--- src/rtl/aes_host_ahb_master.sv ---
// AHB-Lite initiator that programs the AES slave (KEY, NONCE, DEST) and then streams plaintext.
// Define AES_HOST_BURST_EN to issue each 128-bit write as one INCR4 burst instead of four SINGLEs.
module aes_host_ahb_master #(
  parameter logic [31:0] BASE_ADDR = 32'h0000_0000,
  parameter logic [31:0] KEY_OFF   = 32'h0000_0000,
  parameter logic [31:0] NONCE_OFF = 32'h0000_0010,
  parameter logic [31:0] DEST_OFF  = 32'h0000_0020,
  parameter logic [31:0] PT_OFF    = 32'h0000_0030
) (
  input  logic         HCLK,
  input  logic         HRESET,
  input  logic         start,
  input  logic         stop,
  input  logic [127:0] key,
  input  logic [127:0] nonce,
  input  logic [31:0]  dest,
  input  logic         pt_valid,
  input  logic [127:0] pt_data,
  output logic         pt_ready,
  input  logic         HREADY,
  input  logic         HRESP,
  output logic [31:0]  HADDR,
  output logic         HWRITE,
  output logic [2:0]   HSIZE,
  output logic [2:0]   HBURST,
  output logic [1:0]   HTRANS,
  output logic [31:0]  HWDATA,
  output logic         busy,
  output logic         cfg_done,
  output logic         err
);

  localparam logic [1:0] TransIdle   = 2'b00;
  localparam logic [1:0] TransNonseq = 2'b10;
  localparam logic [1:0] TransSeq    = 2'b11;
  localparam logic [2:0] BurstSingle = 3'b000;
  localparam logic [2:0] BurstIncr4  = 3'b011;

  typedef enum logic [2:0] {StIdle, StKey, StNonce, StDest, StStream, StPtWr, StErr} state_e;

  state_e         state_q, state_d, cfg_state;
  logic [3:0]     cnt_q, cnt_d;
  logic [127:0]   key_q, key_d, nonce_q, nonce_d, pt_q, pt_d;
  logic [31:0]    dest_q, dest_d;
  logic           stop_q, stop_d, dpend_q, dpend_d;
  logic [31:0]    apdata_q, apdata_d, haddr_q, haddr_d, hwdata_q, hwdata_d;
  logic [1:0]     htrans_q, htrans_d;
  logic [2:0]     hburst_q, hburst_d;
  logic           hwrite_q, hwrite_d, cfg_done_q, cfg_done_d, err_q, err_d;

  logic [127:0]   key_src, nonce_src, pt_src;
  logic [31:0]    word_off, cfg_addr, cfg_data, pt_addr, pt_word;
  logic [1:0]     grp_trans, cfg_trans;
  logic [2:0]     grp_burst, cfg_burst;

  function automatic logic [31:0] word_sel(input logic [127:0] blk, input logic [1:0] idx);
    case (idx)
      2'd0:    word_sel = blk[31:0];
      2'd1:    word_sel = blk[63:32];
      2'd2:    word_sel = blk[95:64];
      default: word_sel = blk[127:96];
    endcase
  endfunction

  // Fields of the beat with index cnt_q; the first beat is taken straight from the inputs.
  always_comb begin
    key_src   = (state_q == StIdle) ? key : key_q;
    nonce_src = (state_q == StIdle) ? nonce : nonce_q;
    pt_src    = (state_q == StStream) ? pt_data : pt_q;
    word_off  = {28'd0, cnt_q[1:0], 2'b00};
`ifdef AES_HOST_BURST_EN
    grp_trans = (cnt_q[1:0] == 2'd0) ? TransNonseq : TransSeq;
    grp_burst = BurstIncr4;
`else
    grp_trans = TransNonseq;
    grp_burst = BurstSingle;
`endif
    cfg_trans = grp_trans;
    cfg_burst = grp_burst;
    if (cnt_q < 4'd4) begin
      cfg_addr  = BASE_ADDR + KEY_OFF + word_off;
      cfg_data  = word_sel(key_src, cnt_q[1:0]);
      cfg_state = StKey;
    end else if (cnt_q < 4'd8) begin
      cfg_addr  = BASE_ADDR + NONCE_OFF + word_off;
      cfg_data  = word_sel(nonce_src, cnt_q[1:0]);
      cfg_state = StNonce;
    end else begin
      cfg_addr  = BASE_ADDR + DEST_OFF;
      cfg_data  = (state_q == StIdle) ? dest : dest_q;
      cfg_trans = TransNonseq;
      cfg_burst = BurstSingle;
      cfg_state = StDest;
    end
    pt_addr = BASE_ADDR + PT_OFF + word_off;
    pt_word = word_sel(pt_src, cnt_q[1:0]);
  end

  assign pt_ready = (state_q == StStream) && !dpend_q && !stop;

  always_comb begin
    state_d    = state_q;
    cnt_d      = cnt_q;
    key_d      = key_q;
    nonce_d    = nonce_q;
    dest_d     = dest_q;
    pt_d       = pt_q;
    stop_d     = stop_q;
    dpend_d    = dpend_q;
    apdata_d   = apdata_q;
    haddr_d    = haddr_q;
    htrans_d   = htrans_q;
    hburst_d   = hburst_q;
    hwdata_d   = hwdata_q;
    cfg_done_d = 1'b0;
    err_d      = 1'b0;
    case (state_q)
      StIdle: begin
        stop_d = 1'b0;
        if (start) begin
          key_d    = key;
          nonce_d  = nonce;
          dest_d   = dest;
          haddr_d  = cfg_addr;
          apdata_d = cfg_data;
          htrans_d = cfg_trans;
          hburst_d = cfg_burst;
          cnt_d    = 4'd1;
          state_d  = StKey;
        end
      end
      StKey, StNonce, StDest: begin
        if (HREADY) begin
          dpend_d = (htrans_q != TransIdle);
          if (htrans_q != TransIdle) hwdata_d = apdata_q;
          if (cnt_q < 4'd9) begin
            haddr_d  = cfg_addr;
            apdata_d = cfg_data;
            htrans_d = cfg_trans;
            hburst_d = cfg_burst;
            cnt_d    = cnt_q + 4'd1;
            state_d  = cfg_state;
          end else begin
            htrans_d = TransIdle;
            hburst_d = BurstSingle;
            if (htrans_q == TransIdle && dpend_q) begin
              cfg_done_d = 1'b1;
              cnt_d      = 4'd0;
              state_d    = StStream;
            end
          end
        end
      end
      StStream: begin
        if (stop) begin
          state_d = StIdle;
        end else if (pt_valid && pt_ready) begin
          pt_d     = pt_data;
          haddr_d  = pt_addr;
          apdata_d = pt_word;
          htrans_d = grp_trans;
          hburst_d = grp_burst;
          cnt_d    = 4'd1;
          state_d  = StPtWr;
        end
      end
      StPtWr: begin
        if (stop) stop_d = 1'b1;
        if (HREADY) begin
          dpend_d = (htrans_q != TransIdle);
          if (htrans_q != TransIdle) hwdata_d = apdata_q;
          if (cnt_q < 4'd4) begin
            haddr_d  = pt_addr;
            apdata_d = pt_word;
            htrans_d = grp_trans;
            hburst_d = grp_burst;
            cnt_d    = cnt_q + 4'd1;
          end else begin
            htrans_d = TransIdle;
            hburst_d = BurstSingle;
            if (htrans_q == TransIdle && dpend_q) begin
              cnt_d   = 4'd0;
              stop_d  = 1'b0;
              state_d = (stop_q || stop) ? StIdle : StStream;
            end
          end
        end
      end
      StErr:   state_d = StIdle;
      default: state_d = StIdle;
    endcase
    // First ERROR response cycle: cancel the beat in its address phase.
    if (dpend_q && HRESP && !HREADY) begin
      htrans_d = TransIdle;
      hburst_d = BurstSingle;
      dpend_d  = 1'b0;
      cnt_d    = 4'd0;
      stop_d   = 1'b0;
      err_d    = 1'b1;
      state_d  = StErr;
    end
    hwrite_d = (htrans_d != TransIdle);
  end

  always_ff @(posedge HCLK) begin
    if (HRESET) begin
      state_q    <= StIdle;
      cnt_q      <= 4'd0;
      key_q      <= '0;
      nonce_q    <= '0;
      dest_q     <= '0;
      pt_q       <= '0;
      stop_q     <= 1'b0;
      dpend_q    <= 1'b0;
      apdata_q   <= '0;
      haddr_q    <= '0;
      htrans_q   <= TransIdle;
      hburst_q   <= BurstSingle;
      hwrite_q   <= 1'b0;
      hwdata_q   <= '0;
      cfg_done_q <= 1'b0;
      err_q      <= 1'b0;
    end else begin
      state_q    <= state_d;
      cnt_q      <= cnt_d;
      key_q      <= key_d;
      nonce_q    <= nonce_d;
      dest_q     <= dest_d;
      pt_q       <= pt_d;
      stop_q     <= stop_d;
      dpend_q    <= dpend_d;
      apdata_q   <= apdata_d;
      haddr_q    <= haddr_d;
      htrans_q   <= htrans_d;
      hburst_q   <= hburst_d;
      hwrite_q   <= hwrite_d;
      hwdata_q   <= hwdata_d;
      cfg_done_q <= cfg_done_d;
      err_q      <= err_d;
    end
  end

  assign HADDR    = haddr_q;
  assign HWRITE   = hwrite_q;
  assign HSIZE    = 3'b010;
  assign HBURST   = hburst_q;
  assign HTRANS   = htrans_q;
  assign HWDATA   = hwdata_q;
  assign busy     = (state_q != StIdle);
  assign cfg_done = cfg_done_q;
  assign err      = err_q;

endmodule

--- config.mk ---
export PLATFORM = sky130hd
export DESIGN_NAME = aes_host_ahb_master
export DESIGN_NICKNAME = d
export VERILOG_FILES = /design/src/rtl/aes_host_ahb_master.sv
export SDC_FILE = /design/constraint.sdc
export NUM_CORES = 1
export LEC_CHECK = 0
export CAP_MARGIN = 25
export CORE_MARGIN = 3
export CORE_UTILIZATION = 50
export CTS_CLUSTER_DIAMETER = 60
export CTS_CLUSTER_SIZE = 30
export DETAILED_ROUTE_END_ITERATION = 10
export PLACE_DENSITY_LB_ADDON = 0.05
export REMOVE_ABC_BUFFERS = 1
export SYNTH_ARGS = -nofsm -noshare
export SYNTH_HDL_FRONTEND = slang
export SYNTH_SLANG_ARGS = --single-unit
--- constraint.sdc ---
create_clock -name HCLK -period 4.9 [get_ports HCLK]
set_clock_uncertainty 0.2 [all_clocks]
set_input_delay 0.98 -clock HCLK [delete_from_list [all_inputs] [get_ports HCLK]]
set_output_delay 0.98 -clock HCLK [all_outputs]
set_load 0.005 [all_outputs]
==> qor.csv <==
stage,metric,value,unit
clock_tree,cts_tree,done,
placed_design,dp_hpwl,55.0,mm
clock_tree,clock_latency,0.59,ns
floorplanning,die_w,227,µm
routing,vias,23600,
power_and_ir_drop,power_leakage,11.1,nW
final_layout,final_cell_mix,"nand2_1 (872), dfxtp_1 (498), clkdlybuf4s50_1 (464)",
flow_run,drv_cap,0,
timing,min_period,3.81,ns
setup_path,crit_chain,"nor3_4, inv_2, clkdlybuf4s50_1",
placed_design,dp_slack,0.595,ns
routing,drt-total-wl,84.9,mm
logic_synthesis,async_reset_ff_share,0,%
clock_tree,clk_pin_slew_worst_paths,0.09,ns
routing,firstDrtPassIters,6,
clock_tree,cts_resized,0,
min_path,hold-path-cell-count,2,
final_layout,drive_gt1_share,5.92,%
clock_tree,cts_hold_buf,0,
clock_tree,cts_buffers,40,
floorplanning,die-area,0.0513,mm²
setup_path,crit_arrival,2.63,ns
setup_path,crit_fanout,17,
logic_synthesis,synth_edf_count,0,
final_layout,final_common_cell,nand2_1,
placed_design,io_buffers,465,
global_route,grt_pass1_wl,126,mm
routing,drt_iter0_drc,2562,
clock_tree,cts_num_sinks,498,
routing,wl_per_cell,21.5,µm
timing,tightest_slew,1.18,ns
timing,fmax,262,MHz
routing,viasPerCell,5.97,
routing,ant_nets,0,
final_layout,layout.nets,3708,
global_route,grt_start_max_net_pins,164,
logic_synthesis,synth_cell_types,57,
setup_path,endpoint_kind,primary output,
floorplanning,dieHeight,227,µm
clock_tree,postCtsSetupBuffers,0,
setup_path,rr_worst_depth,7,
logic_synthesis,yosys_register_bits,498,
timing,fin_crit_sh,77.8,%
global_route,grt_pass1_vias,21800,
setup_path,r2r_slack,1.20,ns
final_layout,fin_util,63.3,%
min_path,worst_hold_path_type,register to register,
logic_synthesis,avgSynthCellArea,8.05,µm²
setup_path,critPathLaunchType,register,
floorplanning,num_rows,80,
placed_design,place_congestion,0.888,
logic_synthesis,syn-instance-count,3022,
setup_path,cp_slowest_stage_delay,0.79,ns
timing,hold_violations,0,
timing,setup_slack,1.09,ns
status,outcome,finished clean,
setup_path,cp_slowest_cell,dfxtp_1,
routing,drc_errors,0,
global_route,grtUsageTotal,31.3,%
floorplanning,core,0.0478,mm²
timing,rsz0062_at_grt,no,
timing,whs,0.254,ns
timing,finalMaxSlewViolations,0,
global_route,antenna_found_initial,32,
timing,slew-limit-headroom,21.4,%
logic_synthesis,yosysSeqAreaShare,41.0,%
global_route,grt_remaining_overflow,0,
setup_path,cp_top_family,buffers and inverters,
timing,setup_viol,0,
setup_path,path_class,register to primary output,
clock_tree,clock_path_buffers,3,
logic_synthesis,yosys_most_used_dff,dfxtp_1,
logic_synthesis,yosysWarnings,0,
setup_path,path_depth,3,
power_and_ir_drop,ir_worst_vdd,0.000255,V
floorplanning,ios,500,
floorplanning,initial_core_util,50.8,%
logic_synthesis,netlist_area,0.0243,mm²
setup_path,critical_path_buf_inv_count,2,
setup_path,required,3.72,ns
clock_tree,cts_root_buf,clkbuf_16,
clock_tree,ctsHtreeMaxLevel,2,
power_and_ir_drop,power_density,317,mW/mm²
final_layout,area_growth,24.7,%
-- flip-flops by register name, summed over array words and instances, names as in the netlist --
signal,count
pt_q,128
stop_q,1
key_q,128
dpend_q,1
state_q,3
HWDATA,32
cnt_q,4
dest_q,32
nonce_q,128
HWRITE,1
HADDR,4
err,1
cfg_done,1
apdata_q,32
HTRANS,2
-- path summary, 6_finish.rpt --
kind	from	end
setup / recovery	state_q[0]	busy
hold / removal	dest_q[14]	dest_q[14]
setup reg to reg	cnt_q[0]	apdata_q[1]
hold reg to reg	dest_q[14]	dest_q[14]
-- report_power, final --
group | leakage [nW] | switching (mW) | total [mW] | internal, mW
logic | 6.42 | 1.05 | 1.87 | 0.820
registers | 4.06 | 0.111 | 4.36 | 4.25
clock network | 0.646 | 1.74 | 3.39 | 1.65
total | 11.1 | 2.90 | 9.62 | 6.73
-- per-layer routing --
layer | wire [µm] | vias to the layer above | GRT usage [%]
met5 | 114 | - | 0
met3 | 7820 | 147 | 6.77
met2 | 39800 | 990 | 49.6
met1 | 34600 | 11300 | 41.5
met4 | 2530 | 18 | 12.7
li1 | - | 11200 | -
-- worst reg2reg max path: stages (launching register included) --
cell and delay (ns):
dfxtp_1 0.38, inv_1 0.23, ha_4 0.69, nor2b_1 0.34
o21bai_1 0.16, a211oi_4 0.53, nor2b_4 0.81, a32o_1 0.30
-- through the flow --
| stage | instances | power (mW) | area, µm² | setup TNS (ns) |
|---|---|---|---|---|
| finish | 3953 | 9.62 | 30300 | 0 |
| global route | 3943 | 9.99 | 30300 | 0 |
| CTS | 3925 | 9.66 | 30200 | 0 |
| detailed placement | 3852 | 6.30 | 28900 | 0 |
| global placement | 3850 | 6.25 | 28800 | 0 |
| floorplan | 2741 | 5.57 | 22900 | -6683.55 |
-- final cells by class --
type / count / area [µm²]
antenna: 26 / 65.1
sequential: 498 / 9970
timing repair buffer: 498 / 5090
clock buffer: 45 / 1060
inverter: 9 / 33.8
tap: 615 / 769
fill: 4107 / 17500
multi-input combinational: 2234 / 13000
clock inverter: 28 / 282
-- synth_stat cells (2+ instances only) --
library cell	n	area, µm²
o31ai_1	2	15.0
buf_6	14	158
nor2_1	50	188
o21bai_1	3	22.5
mux2_1	3	33.8
a211oi_1	3	22.5
dfxtp_1	498	9970
conb_1	2	7.51
buf_4	40	300
o22ai_1	62	388
a221oi_1	34	298
a21o_1	34	255
and2_1	5	31.3
a222oi_1	2	20.0
nor3b_1	2	15.0
buf_1	15	56.3
a311o_1	2	20.0
nor2b_1	4	25.0
nand2b_1	5	31.3
ha_1	4	50.1
a31oi_1	36	225
nand3_1	66	330
clkbuf_1	177	664
or3b_2	3	26.3
buf_2	67	335
a32o_1	32	320
or4_1	32	240
mux2_2	60	676
nand2_1	880	3300
a22oi_1	95	713
o221ai_1	35	307
mux2i_1	256	2560
nand4_1	2	12.5
a311oi_1	2	17.5
a21oi_1	428	2140
inv_1	7	26.3
nor3_1	4	20.0
o21ai_0	6	30.0
a32oi_1	32	280
-- cell families after synthesis --
logic type | share of synthesized area [%]
compound gates | 21.2
fa+ha+maj | 0.206
buf+inv | 6.37
flops | 41.0
mux | 13.5
other cells | 0.0309
simple gates | 17.8
(Power assumes the default switching activity.)
